--- src/rtl/riscv_multicycle.sv ---
// RV32I-subset multicycle core sharing one memory port for fetch and data.
// A single state machine sequences fetch, decode, execute, memory and writeback.
module riscv_multicycle #(
  parameter logic [31:0] RESET_PC = 32'h0000_0000,
  parameter int          CNT_W    = 32
) (
  input  logic             clk,
  input  logic             rst,
  output logic             mem_req,
  output logic             mem_we,
  output logic [31:0]      mem_addr,
  output logic [31:0]      mem_wdata,
  input  logic [31:0]      mem_rdata,
  input  logic             mem_ready,
  output logic             halted,
  output logic [CNT_W-1:0] instret,
  output logic [31:0]      pc_out
);

  typedef enum logic [3:0] {
    FETCH, DECODE, MEMADR, MEMREAD, MEMWB, MEMWRITE,
    EXEC_R, EXEC_I, ALUWB, BEQ, JAL, HALT
  } state_t;

  state_t state, state_nx;

  logic [31:0] pc, old_pc, ir;
  logic [31:0] a, b, alu_out, data, target;
  logic [31:0] rf [32];
  logic        retire;

  logic [6:0] opcode;
  logic [2:0] f3;
  logic [4:0] rd, rs1, rs2;
  logic [31:0] imm_i, imm_s, imm_b, imm_j;
  logic [31:0] rf_a, rf_b;

  assign opcode = ir[6:0];
  assign rd     = ir[11:7];
  assign f3     = ir[14:12];
  assign rs1    = ir[19:15];
  assign rs2    = ir[24:20];

  assign imm_i = {{20{ir[31]}}, ir[31:20]};
  assign imm_s = {{20{ir[31]}}, ir[31:25], ir[11:7]};
  assign imm_b = {{19{ir[31]}}, ir[31], ir[7],
                  ir[30:25], ir[11:8], 1'b0};
  assign imm_j = {{11{ir[31]}}, ir[31], ir[19:12],
                  ir[20], ir[30:21], 1'b0};

  assign rf_a = (rs1 == 5'd0) ? 32'd0 : rf[rs1];
  assign rf_b = (rs2 == 5'd0) ? 32'd0 : rf[rs2];

  logic alu_f3, is_lw, is_sw, is_r, is_i, is_beq, is_jal;

  assign alu_f3 = (f3 == 3'b000) || (f3 == 3'b111) ||
                  (f3 == 3'b110) || (f3 == 3'b010);
  assign is_lw  = (opcode == 7'h03) && (f3 == 3'b010);
  assign is_sw  = (opcode == 7'h23) && (f3 == 3'b010);
  assign is_r   = (opcode == 7'h33) && alu_f3;
  assign is_i   = (opcode == 7'h13) && alu_f3;
  assign is_beq = (opcode == 7'h63) && (f3 == 3'b000);
  assign is_jal = (opcode == 7'h6F);

  function automatic logic [31:0] alu(
    input logic [31:0] x,
    input logic [31:0] y,
    input logic [2:0]  f,
    input logic        sub
  );
    logic [31:0] r;
    r = '0;
    case (f)
      3'b000:  r = sub ? x - y : x + y;
      3'b111:  r = x & y;
      3'b110:  r = x | y;
      3'b010:  r = {31'd0, $signed(x) < $signed(y)};
      default: r = '0;
    endcase
    return r;
  endfunction

  always_ff @(posedge clk) begin
    if (rst) state <= FETCH;
    else     state <= state_nx;
  end

  always_comb begin
    state_nx  = state;
    mem_req   = 1'b0;
    mem_we    = 1'b0;
    mem_addr  = pc;
    mem_wdata = '0;
    retire    = 1'b0;
    unique case (state)
      FETCH: begin
        mem_req = 1'b1;
        if (mem_ready) state_nx = DECODE;
      end
      DECODE: begin
        unique case (1'b1)
          is_lw, is_sw: state_nx = MEMADR;
          is_r:         state_nx = EXEC_R;
          is_i:         state_nx = EXEC_I;
          is_beq:       state_nx = BEQ;
          is_jal:       state_nx = JAL;
          default:      state_nx = HALT;
        endcase
      end
      MEMADR: state_nx = is_sw ? MEMWRITE : MEMREAD;
      MEMREAD: begin
        mem_req  = 1'b1;
        mem_addr = alu_out;
        if (mem_ready) state_nx = MEMWB;
      end
      MEMWRITE: begin
        mem_req   = 1'b1;
        mem_we    = 1'b1;
        mem_addr  = alu_out;
        mem_wdata = b;
        if (mem_ready) begin
          retire   = 1'b1;
          state_nx = FETCH;
        end
      end
      EXEC_R, EXEC_I: state_nx = ALUWB;
      MEMWB, ALUWB, BEQ, JAL: begin
        retire   = 1'b1;
        state_nx = FETCH;
      end
      HALT:    state_nx = HALT;
      default: state_nx = FETCH;
    endcase
    // Reset abandons any access in flight without waiting for ready.
    if (rst) begin
      mem_req   = 1'b0;
      mem_we    = 1'b0;
      mem_addr  = RESET_PC;
      mem_wdata = '0;
      retire    = 1'b0;
    end
  end

  always_ff @(posedge clk) begin
    if (rst) begin
      pc      <= RESET_PC;
      instret <= '0;
    end else begin
      if (retire) instret <= instret + 1'b1;
      if (state == FETCH && mem_ready) pc <= pc + 32'd4;
      if (state == BEQ && a == b)      pc <= target;
      if (state == JAL)                pc <= old_pc + imm_j;
    end
  end

  always_ff @(posedge clk) begin
    if (state == FETCH && mem_ready) begin
      ir     <= mem_rdata;
      old_pc <= pc;
    end
    if (state == DECODE) begin
      a      <= rf_a;
      b      <= rf_b;
      target <= old_pc + imm_b;
    end
    if (state == MEMADR)
      alu_out <= a + (is_sw ? imm_s : imm_i);
    if (state == EXEC_R)
      alu_out <= alu(a, b, f3, ir[30]);
    if (state == EXEC_I)
      alu_out <= alu(a, imm_i, f3, 1'b0);
    if (state == MEMREAD && mem_ready)
      data <= mem_rdata;
  end

  logic        rf_we;
  logic [31:0] rf_wd;

  always_comb begin
    rf_we = !rst && (rd != 5'd0) &&
            (state == MEMWB || state == ALUWB || state == JAL);
    rf_wd = alu_out;
    if (state == MEMWB) rf_wd = data;
    if (state == JAL)   rf_wd = old_pc + 32'd4;
  end

  always_ff @(posedge clk) begin
    if (rf_we) rf[rd] <= rf_wd;
  end

  assign halted = (state == HALT);
  assign pc_out = pc;

endmodule

--- config.mk ---
export PLATFORM = sky130hd
export DESIGN_NAME = riscv_multicycle
export DESIGN_NICKNAME = d
export VERILOG_FILES = /design/src/rtl/riscv_multicycle.sv
export SDC_FILE = /design/constraint.sdc
export NUM_CORES = 2
export LEC_CHECK = 0
export CORE_MARGIN = 2
export CORE_UTILIZATION = 35
export CTS_CLUSTER_SIZE = 10
export DETAILED_ROUTE_END_ITERATION = 16
export PLACE_DENSITY = 0.49
export SLEW_MARGIN = 20
export SYNTH_ARGS = -nofsm -noshare
export SYNTH_HDL_FRONTEND = slang
export SYNTH_SLANG_ARGS = --single-unit
--- constraint.sdc ---
create_clock -name clk -period 11.64 [get_ports clk]
set_input_delay 2.328 -clock clk [delete_from_list [all_inputs] [get_ports clk]]
set_output_delay 2.328 -clock clk [all_outputs]
set_load 0.01 [all_outputs]
# Yosys cells after proc, flatten, opt, wreduce, memory -nomap -nowiden
# Memory sizes are Yosys's and may differ from the RTL's. A register that Yosys moved wholly into a read port is not among the register bits.
# Index checks and enable logic that the tools add are counted.
[totals]
regBits = 228
mem_count = 1
inputBits = 35
wordCells = 108
out_inout_bits = 131
ramBits = 1024
[mem_list]
columns = ["memory", "words", "word_bits", "rd", "rd_ports_with_merged_regs", "write_ports", "line_no", "source"]
rows = [
  ["rf", 32, 32, 2, 2, 1, "29", "logic [31:0] rf [32];"],
]
[op_classes]
magnitude_cmp = 2
eq_ne = 24
n_reduce_logical = 29
mux = 31
addsub = 9
bitwise = 4
[ops]
columns = ["operator", "n"]
rows = [
  ["$mux W32", 13],
  ["$pmux W32 S4", 2],
  ["$add A32 B32 Y32", 5],
  ["$add A32 B3 Y32 const B", 2],
  ["$and A32 B32 Y32", 2],
  ["$or A32 B32 Y32", 2],
  ["$add A32 B1 Y32 const B", 1],
  ["$eq A32 B32 Y1", 1],
  ["$lt A32 B12 Y1", 1],
  ["$lt A32 B32 Y1", 1],
  ["$sub A32 B32 Y32", 1],
  ["$pmux W4 S7", 1],
  ["$pmux W4 S5", 1],
  ["$eq A4 B3 Y1 const B", 4],
  ["$eq A4 B4 Y1 const B", 4],
  ["$eq A7 B6 Y1 const B", 2],
  ["$eq A7 B7 Y1 const B", 2],
  ["$mux W4", 3],
  ["$logic_and A1 B1 Y1", 10],
  ["$logic_not A5 Y1", 2],
  ["$eq A4 B2 Y1 const B", 2],
  ["$mux W1", 8],
  ["$eq A7 B2 Y1 const B", 1],
  ["$eq A7 B5 Y1 const B", 1],
  ["17 further kinds", 27],
]

# Depth between registers and ports, before layout
[depth]
ltp_word = 7
depth_mapped = 20
mapped_depth_nobuf = 17

# Worst setup path before layout
# Ideal clock, no wire load.
[synth_path]
path_type = "reg-to-reg"
start = "register state[0]"
end = "register a[0], read port of rf (enable)"
setup_time_ns = 0.668
n_path_buf = 3
path_stages_with_launch = 6
period_less_slack_ns = 8.144
setup_slack_ns = 3.496
required_ns = 10.972
arrival_ns = 7.476
cell_sequence = "dfxtp_1 clkbuf_1 nand2b_1 clkbuf_1 buf_1 nor3_1"
[synth_between]
elab_chain_len = 1
[synth_lines]
columns = ["item", "line_no", "source"]
rows = [
  ["start, declared", "25", "state_t state, state_nx;"],
  ["start signal, assigned", "85", "else state <= state_nx;"],
  ["$eq A4 B1 Y1", "161", "if (state == DECODE) begin"],
  ["end, declared", "28", "logic [31:0] a, b, alu_out, data, target;"],
]
# Every way passes these cells.
# A chain may end at the register's enable or synchronous reset.

# Worst setup path in the final report
[layout_path]
start = "input rst"
end = "output mem_wdata[19]"
[layout_between]
elab_chain_len = 1
[layout_lines]
columns = ["item", "line_no", "source"]
rows = [
  ["start, declared", "8", "input logic rst,"],
  ["$mux W32", "135", "if (rst) begin"],
  ["end, declared", "12", "output logic [31:0] mem_wdata,"],
]
# Every way passes these cells.

==> metrics.txt <==
outcome complete, no violations; RSZ-0062 raised after global routing no; Final min period 6.35 ns; Final Instance Area 81600 µm²; clk_skew between 0.06 and 0.07 ns; CTS tree done; R2R Path Start ir[14]; synthesized area per cell between 10 and 15 µm²; number of fill cells in the layout around 19000; launch point of the worst path rst; FF-to-FF path depth 17; Root Buffer clkbuf_16; Starting Density 0.351; Setup WS pre-CTS 5.26 ns; IO buf count about 170; H-tree Lvls 4; Pwr Density between 150 and 200 nW/µm²; Crit. End Element primary output; largest family of logic cells by synthesized area multiplexers; Util after Layout 0.400; adder-cell share of the synthesized area 0.0459; sequential fraction of the synthesis area 0.542; Yosys cell types 86; total negative slack 0 ns; Max Slew Vio Count 0; complex-gate fraction of the synthesized area 0.103; Worst Hold Class reg2reg; Yosys reg bits 1316; Final Cycle Share 0.546; Max VDD drop around 0.16 mV; final hold violation count 0; initial antenna violation count 19; Worst Max-Slew Pin Slew between 1 and 1.5 ns; Vias per Instance ~6.1; main flop type after synthesis edfxtp_1; CP Data Required Time between 9 and 10 ns; # rows 166; cts bufs inserted roughly 160; grt total ovfl 0; CP startpoint kind input pin; CTS Buffer Depth 3; overall routed net length around 270 mm; Worst Path Max Fanout between 50 and 60; number of synthesized flops with an enable pin roughly 1200; Final Power 15.7 mW; yosys warns 0; fraction of layout instances using a drive strength above 1 0.169; Wirelength per Cell between 30 and 40 µm; CTS resizes 0; gp weighted congestion ~0.94; Crit Path Class in2out; Mapped Area between 70000 and 80000 µm²; Core Region ~200000 µm²; placed cell areas between 70000 and 80000 µm²; WP data arrival around 4.0 ns; count of final setup violators 0; final worst slack approximately 5.3 ns; first-pass GRT wire length 371 mm; die width between 400 and 500 µm; largest net degree at the start of global routing ~110; Mapped Cells about 5300; flop-to-flop setup slack slightly above 6 ns; GRT Resource Usage Total 0.250; end of the worst register-to-register path alu_out[20]; WHS ~0.45 ns; Post-Synth Simple-Gate Area 0.0746; DR vias approximately 50000; clock latency on the worst-skew pair 0.84 ns; Post-CTS Hold Fix Bufs 0; slew margin rel. 0.196; Ports 166; initial DRC count ~5800; final net count approximately 5800; vias in the first global route slightly below 50000; Post-CTS Setup Bufs 0; Clock Sinks roughly 1300; Inst Count DP 7995; max frequency about 160 MHz; Min-Delay Endpoint target[0]; final HPWL from detailed placement around 170 mm; ANT nets after route 0; HP Start old_pc[0]; mux share of post-synthesis cell area 0.181; cell leakage power 27.4 nW; first-pass detailed-route iteration total 5; post-route DRC violation count 0; die area between 200000 and 250000 µm²; xor and xnor fraction of the mapped netlist area 0.0252; Area Overhead vs Synth 13.9%; die height 456 µm; Max Cap Viol 0; Reg clk slew, reported paths about 0.060 ns; Hold Path Cell Cnt 0; final cell count without fillers slightly above 8000; async set-reset flop share out of synthesis 0
[kinds of logic after synthesis]
group / after synthesis
flip-flops: 1316
AND/OR/NAND/NOR: 1160
AO/OA/AOI/OAI: 1124
multiplexers: 745
buffers and inverters: 528
adder cells (fa/ha/maj): 259
XOR/XNOR: 206
other: 1
[area by class of cell]
cell class,count,area (µm²),area share
repair buffers,310,2830,0.0347
flip-flops and latches,1316,38800,0.476
diodes,4,10.0,0.000123
clock buffers,192,4110,0.0504
multi-input cells,3526,31300,0.384
clock inverters,36,482,0.00591
well taps,2688,3360,0.0412
inverters,156,589,0.00723
[power by group]
part	leakage (nW)	internal, mW	total [mW]	switching [mW]
registers	11.9	5.75	6.09	0.340
logic	13.3	1.77	5.12	3.34
clock network	2.22	2.54	4.54	1.99
total	27.4	10.1	15.7	5.68
[critical path, stage by stage]
cell and delay, ns:
buf_4 0.31, buf_4 0.59, nor4_1 0.16, clkdlybuf4s50_1 0.52
[per-layer routing]
metal  up-vias  wire length [µm]  track usage  share of wire
met4         6              9530       0.0866          0.036
met1     25900            112000        0.342           0.42
li1      21300                 -            -              -
met5         -                41            0        0.00015
met3       400             18000       0.0313          0.067
met2      2197            127000        0.410           0.48
[worst max-delay path by stage]
| stage | to | slack (ns) | depth (start not counted) |
|---|---|---|---|
| 2_1_floorplan | a[0] | 3.50 | 5 |
| 3_3_place_gp | mem_wdata[23] | 5.31 | 4 |
| 3_5_place_dp | mem_wdata[18] | 5.26 | 4 |
| 4_1_cts | mem_wdata[18] | 5.27 | 4 |
| 5_1_grt | mem_wdata[17] | 5.19 | 4 |
| 6_report | mem_wdata[19] | 5.29 | 4 |
[sequential cells by signal, summed over array words and instances (netlist names)]
signal   flops
a           32
alu_out     32
b           32
data        32
instret     32
ir          32
old_pc      32
pc_out      32
rf        1024
state        4
target      32
[placed cells by master (no fill, tap or decap), drive strengths merged, types with 73 or more instances in the layout]
master / instances
inv: 160
a221oi: 73
o21ai: 202
o22ai: 97
edfxtp: 1248
xnor2: 124
xor2: 82
a211oi: 79
clkdlybuf4s50: 164
nor2: 314
a21oi: 316
nor3: 133
nand2: 376
buf: 146
ha: 253
mux4: 434
mux2i: 266
clkbuf: 192
[synthesized netlist by cell type, drive strengths merged, types with 55 or more instances]
cell type | number | share of area
mux2i | 266 | 0.037
a21oi | 316 | 0.022
mux4 | 434 | 0.14
dfxtp | 68 | 0.019
a211oi | 79 | 0.0083
inv | 152 | 0.0080
o22ai | 97 | 0.0085
edfxtp | 1248 | 0.52
o21ai | 202 | 0.014
nor3 | 133 | 0.0094
nor4 | 55 | 0.0048
a221oi | 73 | 0.0090
buf | 115 | 0.0072
xnor2 | 124 | 0.015
clkbuf | 257 | 0.013
o221ai | 63 | 0.0078
nor2 | 314 | 0.016
xor2 | 82 | 0.010
nand2 | 376 | 0.020
nand3 | 72 | 0.0050
ha | 253 | 0.044
Note: power is estimated with default switching activity, not from simulation.
